File: config.mk
export PLATFORM = sky130hd
export DESIGN_NAME = stopwatch_timebase
export DESIGN_NICKNAME = d
export VERILOG_FILES = /design/src/rtl/stopwatch_timebase.sv
export SDC_FILE = /design/constraint.sdc
export NUM_CORES = 1
export LEC_CHECK = 0
export ABC_AREA = 1
export CORE_ASPECT_RATIO = 1.25
export CORE_MARGIN = 10
export CORE_UTILIZATION = 60
export CTS_BUF_LIST = sky130_fd_sc_hd__clkbuf_2
export CTS_CLUSTER_SIZE = 16
export DETAILED_ROUTE_END_ITERATION = 16
export PLACE_DENSITY_LB_ADDON = 0.05
export SYNTH_ARGS = -nofsm -noshare
export SYNTH_HDL_FRONTEND = slang
export SYNTH_SLANG_ARGS = --single-unit
File: constraint.sdc
create_clock -name clk -period 3.79 [get_ports clk]
set_clock_uncertainty 0.1 [all_clocks]
set_input_delay 1.137 -clock clk [delete_from_list [all_inputs] [get_ports clk]]
set_output_delay 1.137 -clock clk [all_outputs]
set_load 0.005 [all_outputs]
File: src/rtl/stopwatch_timebase.sv
// Stopwatch front end: 100 Hz prescaler, start/pause/clear FSM and sub-minute BCD digit chain.
// Define STOPWATCH_LAP_EN to build the lap-freeze display register driven by btn_lap.
module stopwatch_timebase #(
  parameter int CLK_HZ  = 50_000_000,
  parameter int TICK_HZ = 100
) (
  input  logic       clk,
  input  logic       rst,
  input  logic       btn_start,
  input  logic       btn_clear,
  input  logic       btn_lap,
  output logic [3:0] centesimas,
  output logic [3:0] decimas,
  output logic [3:0] unidadesSegundo,
  output logic [2:0] decenasSegundo,
  output logic       stay,
  output logic       min_carry,
  output logic       running
);

  localparam int DIV = CLK_HZ / TICK_HZ;
  localparam int PW  = (DIV > 1) ? $clog2(DIV) : 1;
  localparam logic [PW-1:0] PRESC_MAX = PW'(DIV - 1);

  // state | meaning
  // IDLE  | cleared, digits and prescaler held at zero
  // RUN   | prescaler counting, digits advance on stay
  // PAUSE | prescaler and digits frozen; start resumes, clear returns to IDLE
  typedef enum logic [1:0] {
    IDLE  = 2'd0,
    RUN   = 2'd1,
    PAUSE = 2'd2
  } state_t;

  state_t        state;
  logic [PW-1:0] presc;
  logic [3:0]    cent;
  logic [3:0]    dec;
  logic [3:0]    uni;
  logic [2:0]    tens;
  logic [14:0]   live;

  // [0],[1] synchroniser, [2] history; press is registered once more
  logic [2:0] start_sync;
  logic [2:0] clear_sync;
  logic       start_press;
  logic       clear_press;

  always_ff @(posedge clk) begin
    if (rst) begin
      start_sync  <= '0;
      clear_sync  <= '0;
      start_press <= 1'b0;
      clear_press <= 1'b0;
    end else begin
      start_sync  <= {start_sync[1:0], btn_start};
      clear_sync  <= {clear_sync[1:0], btn_clear};
      start_press <= start_sync[1] & ~start_sync[2];
      clear_press <= clear_sync[1] & ~clear_sync[2];
    end
  end

  assign stay      = (state == RUN) && (presc == PRESC_MAX);
  assign min_carry = stay && (tens == 3'd5) && (uni == 4'd9) && (dec == 4'd9) && (cent == 4'd9);
  assign live      = {tens, uni, dec, cent};

  always_ff @(posedge clk) begin
    if (rst) begin
      state   <= IDLE;
      running <= 1'b0;
      presc   <= '0;
      cent    <= 4'd0;
      dec     <= 4'd0;
      uni     <= 4'd0;
      tens    <= 3'd0;
    end else begin
      if (state == RUN)
        presc <= (presc == PRESC_MAX) ? '0 : presc + PW'(1);

      if (stay) begin
        cent <= (cent >= 4'd9) ? 4'd0 : cent + 4'd1;
        if (cent == 4'd9)
          dec <= (dec >= 4'd9) ? 4'd0 : dec + 4'd1;
        if ((cent == 4'd9) && (dec == 4'd9))
          uni <= (uni >= 4'd9) ? 4'd0 : uni + 4'd1;
        if ((cent == 4'd9) && (dec == 4'd9) && (uni == 4'd9))
          tens <= (tens >= 3'd5) ? 3'd0 : tens + 3'd1;
      end

      case (state)
        IDLE: begin
          if (start_press) begin
            state   <= RUN;
            running <= 1'b1;
          end
        end
        RUN: begin
          if (start_press) begin
            state   <= PAUSE;
            running <= 1'b0;
          end
        end
        PAUSE: begin
          // clear has priority over a simultaneous start while paused
          if (clear_press) begin
            state   <= IDLE;
            running <= 1'b0;
            presc   <= '0;
            cent    <= 4'd0;
            dec     <= 4'd0;
            uni     <= 4'd0;
            tens    <= 3'd0;
          end else if (start_press) begin
            state   <= RUN;
            running <= 1'b1;
          end
        end
        default: begin
          state   <= IDLE;
          running <= 1'b0;
        end
      endcase
    end
  end

`ifdef STOPWATCH_LAP_EN
  logic [2:0]  lap_sync;
  logic        lap_press;
  logic        frozen;
  logic [14:0] disp;

  always_ff @(posedge clk) begin
    if (rst) begin
      lap_sync  <= '0;
      lap_press <= 1'b0;
      frozen    <= 1'b0;
      disp      <= '0;
    end else begin
      lap_sync  <= {lap_sync[1:0], btn_lap};
      lap_press <= lap_sync[1] & ~lap_sync[2];
      if (start_press || clear_press) begin
        frozen <= 1'b0;
      end else if (lap_press) begin
        if (frozen) begin
          frozen <= 1'b0;
        end else if (state == RUN) begin
          frozen <= 1'b1;
          disp   <= live;
        end
      end
    end
  end

  assign {decenasSegundo, unidadesSegundo, decimas, centesimas} = frozen ? disp : live;
`else
  logic unused_lap;
  assign unused_lap = btn_lap;
  assign {decenasSegundo, unidadesSegundo, decimas, centesimas} = live;
`endif

endmodule

== After elaboration in Yosys (flattened, before gate mapping) ==
Cells that the tools add are included.

* Reductions and logical operators: 8
* Equal/unequal tests: 8
* Muxes and demuxes: 31
* Bitwise operators: 4
* $add $sub $neg: 5
* Order comparisons: 4

{| class="wikitable"
|+ Operators by type and width
! kind !! number
|-
| $mux W19 || 4
|-
| $mux W4 || 14
|-
| $add A19 B1 Y19 const B || 1
|-
| $eq A19 B19 Y1 const B || 1
|-
| $mux W3 || 5
|-
| $add A4 B1 Y4 const B || 3
|-
| $eq A4 B4 Y1 const B || 3
|-
| $ge A4 B4 Y1 const B || 3
|-
| $logic_and A1 B1 Y1 || 7
|-
| $mux W2 || 3
|-
| $pmux W2 S3 || 1
|-
| $add A3 B1 Y3 const B || 1
|-
| $eq A3 B3 Y1 const B || 1
|-
| $ge A3 B3 Y1 const B || 1
|-
| $mux W1 || 3
|-
| $pmux W1 S3 || 1
|-
| $and A1 B1 Y1 || 2
|-
| $eq A2 B1 Y1 const B || 1
|-
| $eq A2 B2 Y1 const B || 1
|-
| $logic_not A2 Y1 || 1
|-
| $ne A2 B2 Y1 const B || 1
|-
| $not A1 Y1 || 2
|}

* Word-level logic and storage cells: 71
* Flip-flop bits (word level): 45
* Output and inout bits: 18

== Depth between registers and ports, before layout ==
Gate-level depths: netlist (run 1).

* Depth in word-level cells: 7
* Gate-level depth with buffers: 11
* Gate-level depth less buffers: 10

== Least setup slack after synthesis (run 1) ==
OpenSTA, ideal clock, no wires.

* Path kind: register -> output
* Start point: register cent[0], in the netlist centesimas[0]
* End point: output port min_carry
* Arrival time: 1.441 ns
* Cell stages (with the launch flop): 8
* Slack: 1.112 ns
* Path through: dfxtp_1 -> ha_1 -> nand2_1 -> nor2_4 -> nand2_1 -> nor2_2 -> inv_1 -> nor4_1

* Word-level cells in the longest chain between the ends: 2

{| class="wikitable"
|+ Ends and longest elaborated chain
! element !! RTL line !! RTL
|-
| start: declaration || 37 || <nowiki>logic [3:0] cent;</nowiki>
|-
| start signal: assignment || 81 || <nowiki>cent <= (cent >= 4'd9) ? 4'd0 : cent + 4'd1;</nowiki>
|-
| $eq A4 B4 Y1 || 64 || <nowiki>assign min_carry = stay && (tens == 3'd5) && (uni == 4'd9) && (dec == 4'd9) && (cent == 4'd9);</nowiki>
|-
| $logic_and A1 B1 Y1 || 64 ||
|-
| end: declaration || 17 || <nowiki>output logic min_carry,</nowiki>
|}

Every way passes these cells.

== Worst setup path in the final report (run 1) ==
* Start point: register presc[1]
* End point: output port stay

* Word-level cells in the longest chain between the ends: 2

{| class="wikitable"
|+ Ends and longest elaborated chain
! element !! RTL line !! RTL
|-
| start: declaration || 36 || <nowiki>logic [PW-1:0] presc;</nowiki>
|-
| start signal: assignment || 78 || <nowiki>presc <= (presc == PRESC_MAX) ? '0 : presc + PW'(1);</nowiki>
|-
| $eq A19 B19 Y1 || 63 || <nowiki>assign stay = (state == RUN) && (presc == PRESC_MAX);</nowiki>
|-
| $logic_and A1 B1 Y1 || 63 ||
|-
| end: declaration || 16 || <nowiki>output logic stay,</nowiki>
|}

Every way passes these cells.

==> results of run 1 <==
power groups by stage:
stage	combinational, mW	sequential [mW]	clock [mW]
after CTS	0.0287	0.482	0.229
after detailed placement	0.0287	0.491	0
after global routing	0.0328	0.483	0.245
after global placement	0.0280	0.491	0
after floorplan	0.0208	0.490	0
final	0.0284	0.482	0.220
synth_stat cells, drive strengths merged:
cell | count | area share
o21ai | 10 | 0.019
a21oi | 8 | 0.017
nor2 | 85 | 0.14
nor3 | 10 | 0.019
buf | 6 | 0.017
o22ai | 2 | 0.0048
nand4 | 19 | 0.046
nand3b | 1 | 0.0029
dfxtp | 45 | 0.35
and2 | 1 | 0.0024
clkbuf | 2 | 0.0029
inv | 66 | 0.095
ha | 12 | 0.058
xor2 | 8 | 0.027
nor4 | 2 | 0.0048
nand3 | 28 | 0.056
nand2 | 97 | 0.15
through the flow:
stage | utilization | cells | area (um^2) | setup WS (ns) | total power, mW
finish | 0.715 | 487 | 2960 | 0.215 | 0.731
global route | 0.715 | 487 | 2960 | 0.0216 | 0.761
CTS | 0.707 | 484 | 2920 | 0.0293 | 0.740
detailed placement | 0.694 | 476 | 2870 | 0.582 | 0.520
global placement | 0.694 | 476 | 2870 | 0.565 | 0.519
floorplan | - | 402 | 2600 | 1.11 | 0.511
state kept, by name (all words and copies together) (netlist names):
| register | count |
|---|---|
| running | 1 |
| decimas | 4 |
| clear_press | 1 |
| start_press | 1 |
| decenasSegundo | 3 |
| centesimas | 4 |
| start_sync | 3 |
| state | 2 |
| presc | 19 |
| clear_sync | 3 |
| unidadesSegundo | 4 |
worst max-delay path, cell delays in order, from the launching register on:
cell and delay (ns):
dfxtp_1 0.41, ha_2 0.23, nand2_2 0.07, nor2_4 0.15
nand3_2 0.11, nor2_4 0.15, nand2_4 0.13, inv_2 0.13
clkdlybuf4s50_1 0.52
layout make-up:
cell class                 instances  area [um^2]  share of cell area
clock inverter                     3         25.0             0.00847
inverter                          66          248              0.0838
multi-input combinational        283         1410               0.478
sequential                        45          903               0.306
timing repair buffer              29          273              0.0923
tap                               56         70.1              0.0237
clock buffer                       5         25.0             0.00847
worst min-delay path by stage:
stage          slack, ns          end          start
6_report            0.31  clear_press  clear_sync[2]
4_1_cts             0.31  clear_press  clear_sync[2]
2_1_floorplan       0.27  clear_press  clear_sync[2]
5_1_grt             0.33  clear_press  clear_sync[2]
3_3_place_gp        0.28  clear_press  clear_sync[2]
3_5_place_dp        0.28  clear_press  clear_sync[2]
per-layer routing:
metal / vias up / track usage
met5: - / 0
met4: 0 / 0.0569
met3: 8 / 0.0383
met2: 45 / 0.299
met1: 1101 / 0.163
li1: 1305 / -
cell families (layout without fill, tap and decap cells):
| logic type | after synthesis | count (layout) | synth area share |
|---|---|---|---|
| AOI/OAI and AO/OA | 20 | 20 | 0.0409 |
| xor gates and xnor gates | 8 | 8 | 0.0269 |
| adders and majority gates | 12 | 12 | 0.0577 |
| buffers and inverters | 74 | 103 | 0.115 |
| DFF | 45 | 45 | 0.346 |
| and+or+nand+nor | 243 | 243 | 0.413 |
what timing repair did:
item / CTS / global route
resized for setup: 0 / 6
buffers inserted: 0 / 3
endpoints found under the setup margin: 0 / 2
==> results.yml, run 1 <==
cells_and_area:
  nFillCells: 384
  layout_commonest_cell: "nand2_1"
  fin_nets: 447
  syn_to_final_growth_pct: 13.6
  final_cell_mix: "nand2_1, nor2_1, inv_1, dfxtp_1, nand3_1"
  drive_gt1_frac: 0.0812
  n_antenna_cell: 0
power:
  seq_power_share: 0.660
  p_sw_frac: 0.263
  combPwrFrac: 0.039
  p_clk_frac: 0.302
  p_sw_mw: 0.192
  vdd_drop_max_v: 0.000288
  p_per_area_nw_per_um2: 247
  p_leak_nw: 1.26
  p_int_mw: 0.539
worst_setup_path:
  reg2regPathDepth: 9
  cp.required_ns: 2.55
  crit_fanout: 10
  crit_type: "flip-flop to primary output"
  crit_end: "stay"
  r2r_end: "centesimas[2]"
  end_kind: "primary output"
  r2r_setup_slack_ns: 1.90
  startpoint_type: "flip-flop"
  cp.arrival_ns: 2.34
  r2r_start: "presc[1]"
  crit_start: "presc[1]"
synthesis:
  ys_seq_elements: 45
  yosysWarnings: 0
  syn_avg_cell_area_um2: 6.47
  ys_seq_area_frac: 0.346
  synth_nets: 419
  syn-instance-count: 402
  synth_area_um2: 2600
  synth_cell_type_count: 26
drt:
  ant_nets: 0
  top_layer: "met4"
  wl_met2_um: 2890
  drt_iter0_markers: 111
  drc_errors: 0
  via_per_inst: 5.05
  vias: 2459
  dr.pass1.iters: 4
  met3WireLength_um: 219
  wl_met1_um: 2380
  routedWlPerCell_um: 11.4
  wirelength_um: 5580
clock_tree:
  cts_buffer_depth: 2
  clk_latency_ns: 0.44
  htreeDepth: 2
  cts_made_buffers: 5
  clk_pin_slew_ns: 0.24
  cts_tree: "yes"
  hold_buffers: 0
  cts_root_buf: "clkbuf_2"
  clock-sinks: 45
grt:
  grt_max_degree: 22
  grt_pass1_wl_um: 9760
  grt.total_usage: 0.158
  grt_pass1_vias: 2278
  grt_antenna_before_repair: 0
  grt-ovfl-total: 0
floorplanning:
  ios: 23
  die_h_um: 93.6
  row_count: 26
  core_area_um2: 4130
  initial_core_util: 0.630
  die-area_um2: 7390
  chipWidth_um: 78.9
timing:
  worstMarginPinSlew_ns: 0.509
  max_freq_ghz: 0.280
  fin_crit_sh: 0.943
  rsz0062_at_grt: "false"
  final.min_clock_period_ns: 3.57
  setup_viol: 0
  max_slew_margin: 0.659
  timing.hold.ws_ns: 0.307
  tns_ns: 0
  slew_violations: 0
  hold_viol_final: 0
hold_path:
  hp-class: "flip-flop to flip-flop"
  holdPathStages: 1
run:
  drv_cap: 0
placement:
  dpl.hpwl_um: 4260
  routabilityCongestion: 0.858
  io_buffers: 21
status:
  status: "completed"
(Power assumes the default switching activity.)
==> run 2: changes to the inputs <==
Clock period 3.79 ns to 4.3 ns, I/O delays scaled along.
==> run 2 against run 1 <==
Utilization shrank 1.2 points. Non-clock buffer count down 5. Combinational power shrank 14%. Critical path depth unchanged. First-iteration DRC count increased by 9.0%. Routed wire length shrank 5.8%. Die area did not move. Worst setup slack improved by 0.048 ns. Global-route usage shrank 0.77 points. Final cell count decreased by 1.0%. Worst hold slack gained 0.0042 ns. Critical path type unchanged. Highest routed layer unchanged.
==> results.yml, run 2 (same netlist as run 1, synthesis figures left out) <==
clock_tree:
  clock-sinks: 45
  clk_pin_slew_ns: 0.24
  cts_buffer_depth: 2
  cts_tree: "yes"
  cts_setup_buffers: 0
  hold_buffers: 0
  clk_latency_ns: 0.45
  cts_made_buffers: 5
  cts_root_buf: "clkbuf_2"
  htreeDepth: 2
  ctsResizeCount: 0
grt:
  grt.total_usage: 0.150
  grt-ovfl-total: 0
  grt_max_degree: 22
  grt_antenna_before_repair: 0
  grt_pass1_wl_um: 9270
  grt_pass1_vias: 2142
timing:
  final.min_clock_period_ns: 4.04
  slew_violations: 0
  tns_ns: 0
  fin_crit_sh: 0.939
  hold_viol_final: 0
  max_freq_ghz: 0.248
  worstMarginPinSlew_ns: 0.514
  rsz0062_at_grt: "false"
  setup_viol: 0
  max_slew_margin: 0.656
  timing.hold.ws_ns: 0.312
drt:
  via_per_inst: 4.93
  drc_errors: 0
  wirelength_um: 5250
  routedWlPerCell_um: 10.9
  ant_nets: 0
  dr.pass1.iters: 6
  vias: 2375
  drt_iter0_markers: 121
floorplanning:
  chipWidth_um: 78.9
  initial_core_util: 0.630
  ios: 23
  die_h_um: 93.6
  die-area_um2: 7390
  core_area_um2: 4130
  row_count: 26
power:
  p_per_area_nw_per_um2: 221
  vdd_drop_max_v: 0.000193
  p_leak_nw: 1.22
cells_and_area:
  largest_reg_flops: 19
  top_register: "presc"
  n_antenna_cell: 0
  fin_nets: 442
  drive_gt1_frac: 0.0587
  syn_to_final_growth_pct: 11.6
  final_cell_mix: "nand2_1, nor2_1, inv_1, dfxtp_1, nand3_1"
  layout_commonest_cell: "nand2_1"
  nFillCells: 385
placement:
  io_buffers: 21
  routabilityCongestion: 0.840
  dpl.hpwl_um: 4010
worst_setup_path:
  cp.arrival_ns: 2.65
  startpoint_type: "flip-flop"
  crit_fanout: 12
  end_kind: "primary output"
  crit_type: "flip-flop to primary output"
  cp.required_ns: 2.91
run:
  drv_cap: 0
status:
  status: "completed"
hold_path:
  hp-class: "flip-flop to flip-flop"
-- run 2: layer usage --
layer / up-vias / routed length [um] / track usage
li1: 1299 / - / -
met1: 1036 / 2370 / 0.163
met4: 0 / 91 / 0.0584
met3: 7 / 171 / 0.0374
met2: 33 / 2620 / 0.273
met5: - / 0 / 0
-- run 2: where the power goes --
group | switching, mW | internal, mW
Sequential | 0.00207 | 0.423
Clock | 0.150 | 0.0431
Combinational | 0.0152 | 0.00912
Total | 0.167 | 0.475
-- run 2: cell type report --
type | count | area, um^2 | share of cell area
clock buffer | 5 | 25.0 | 0.00862
clock inverter | 3 | 25.0 | 0.00862
inverter | 66 | 248 | 0.0853
multi-input combinational | 283 | 1400 | 0.483
sequential | 45 | 901 | 0.310
tap | 56 | 70.1 | 0.0241
timing repair buffer | 24 | 233 | 0.0801
-- run 2: worst max-delay path: stages, from the launching register on --
cell and delay (ns):
dfxtp_1 0.43, ha_1 0.24, nand2_2 0.09, nor2_4 0.16, nand3_2 0.11, nor2_4 0.27
nand2_4 0.17, nor4_1 0.19, clkdlybuf4s50_1 0.55
-- run 2: path summary, 6_finish.rpt --
path                         to  depth (start not counted)     startpoint  slack, ns
setup / recovery      min_carry                          8       presc[0]       0.26
hold / removal      start_press                          1  start_sync[2]       0.31
setup reg to reg  centesimas[2]                          9       presc[0]       2.18
hold reg to reg     start_press                          1  start_sync[2]       0.31
-- run 2: through the flow --
stage	area [um^2]	std cells	power (mW)	util	setup WS, ns
after floorplan	2600	402	0.451	-	1.47
after global placement	2850	474	0.457	0.691	0.760
after detailed placement	2850	474	0.457	0.691	0.732
after CTS	2900	482	0.648	0.703	0.192
after global routing	2900	482	0.671	0.703	0.0101
final	2900	482	0.642	0.703	0.264
==> run 3: changes to the inputs <==
Settings changed: CORE_UTILIZATION 60 to 41.
==> run 3 against run 2 <==
Sequential share of layout area decreased by 0.73 points. Sequential power about the same. Flip-flop and latch count unchanged. Largest power group unchanged. Highest routed layer unchanged.
==> results.yml, run 3 (same netlist as run 1, synthesis figures left out) <==
grt:
  grt_max_degree: 22
  grt_antenna_before_repair: 0
  grt_pass1_wl_um: 10000
  grt-ovfl-total: 0
  grt_pass1_vias: 2283
  grt.total_usage: 0.120
floorplanning:
  die-area_um2: 9950
  chipWidth_um: 91.3
  ios: 23
  die_h_um: 109
  initial_core_util: 0.422
  core_area_um2: 6170
  row_count: 32
drt:
  via_per_inst: 4.62
  drc_errors: 0
  top_layer: "met4"
  wl_met2_um: 2920
  routedWlPerCell_um: 11.2
  drt_iter0_markers: 54
  vias: 2380
  wirelength_um: 5750
  met3WireLength_um: 186
  wl_met1_um: 2570
  ant_nets: 0
  dr.pass1.iters: 4
power:
  p_clk_frac: 0.322
  p_sw_frac: 0.274
  p_per_area_nw_per_um2: 223
  seq_power_share: 0.641
  p_leak_nw: 1.25
  combPwrFrac: 0.038
  total_power_mw: 0.664
  vdd_drop_max_v: 0.000179
  p_sw_mw: 0.182
  p_int_mw: 0.482
cells_and_area:
  fin_nets: 446
  drive_gt1_frac: 0.0674
  top_register: "presc"
  final_cell_mix: "nand2_1, nor2_1, inv_1, dfxtp_1, nand3_1"
  nFillCells: 695
  layout_commonest_cell: "nand2_1"
  n_antenna_cell: 0
  largest_reg_flops: 19
  syn_to_final_growth_pct: 14.3
clock_tree:
  htreeDepth: 2
  clk_latency_ns: 0.42
  clk_pin_slew_ns: 0.27
  cts_tree: "yes"
  cts_buffer_depth: 2
  ctsResizeCount: 0
  cts_made_buffers: 5
  clock-sinks: 45
  cts_root_buf: "clkbuf_2"
worst_setup_path:
  slowest_delay_ns: 0.54
  r2r_start: "presc[0]"
  startpoint_type: "flip-flop"
  crit_type: "flip-flop to primary output"
  r2r_setup_slack_ns: 2.21
  cp.arrival_ns: 2.58
  r2r_end: "centesimas[2]"
  crit_top_cell: "nand2_1"
  crit_chain: "ha_1, nand2_1, nor2_4, nand2_1, nor2_2, inv_1, nor4_1, clkdlybuf4s50_1"
  cp_num_buf_inv: 2
  reg2regPathDepth: 9
  end_kind: "primary output"
  crit_fanout: 9
  cp.required_ns: 2.91
  path_delay_family: "simple AND/OR/NAND/NOR gates"
  slowest_stage: "clkdlybuf4s50_1"
timing:
  hold_viol_final: 0
  worstMarginPinSlew_ns: 0.533
  timing.hold.ws_ns: 0.309
  final.min_clock_period_ns: 3.97
  setup_viol: 0
  tns_ns: 0
  slew_violations: 0
  max_slew_margin: 0.644
  fin_crit_sh: 0.923
  max_freq_ghz: 0.252
  rsz0062_at_grt: "false"
hold_path:
  hp-class: "flip-flop to flip-flop"
  holdPathStages: 1
  hold_end: "clear_press"
  hold_start: "clear_sync[2]"
status:
  status: "completed"
placement:
  dpl.hpwl_um: 4390
  io_buffers: 21
  routabilityCongestion: 0.859
run:
  drv_cap: 0
-- run 3: cell count changes in the layout (fill, tap and decap cells not counted), sizes merged --
cell / before / now
buf: 3 / 7
clkinv: 1 / 0
clkinvlp: 1 / 0
inv: 67 / 69
-- run 3: routing by layer --
layer / global-route usage / vias up
met5: 0 / -
met4: 0.0471 / 0
met3: 0.0282 / 4
met2: 0.230 / 26
met1: 0.125 / 1046
li1: - / 1304
-- run 3: per-stage QoR --
| stage | setup WS [ns] | utilization | cells | cell area [um^2] |
|---|---|---|---|---|
| finish | 0.333 | 0.482 | 515 | 2970 |
| CTS | 0.156 | 0.477 | 511 | 2940 |
| global route | 0.0173 | 0.482 | 515 | 2970 |
| global placement | 0.738 | 0.469 | 503 | 2890 |
| floorplan | 1.47 | - | 402 | 2600 |
| detailed placement | 0.716 | 0.469 | 503 | 2890 |
-- run 3: repair_timing --
| item | in CTS | in global routing |
|---|---|---|
| hold buffers | 0 | 0 |
| endpoints found under the setup margin | 0 | 2 |
| setup buffers | 0 | 4 |
-- run 3: cell type report --
cell class | instances | area [um^2] | area share
clock buffers | 5 | 25.0 | 0.00841
inverters | 66 | 248 | 0.0833
well taps | 85 | 106 | 0.0358
flip-flops and latches | 45 | 901 | 0.303
multi-input cells | 283 | 1400 | 0.472
repair buffers | 28 | 263 | 0.0883
clock inverters | 3 | 28.8 | 0.00968
-- run 3: worst max path at each step --
stage | from | to | depth (start not counted)
CTS | presc[0] | min_carry | 8
global placement | presc[0] | min_carry | 8
detailed placement | presc[0] | min_carry | 8
global route | centesimas[1] | min_carry | 9
finish | centesimas[0] | min_carry | 8
floorplan | centesimas[0] | min_carry | 7
-- run 3: power groups by stage --
stage	Combinational [mW]	Sequential [mW]	Clock (mW)
2_1_floorplan	0.0183	0.432	0
3_3_place_gp	0.0254	0.432	0
3_5_place_dp	0.0254	0.433	0
4_1_cts	0.0255	0.426	0.227
5_1_grt	0.0287	0.426	0.240
6_report	0.0250	0.425	0.213
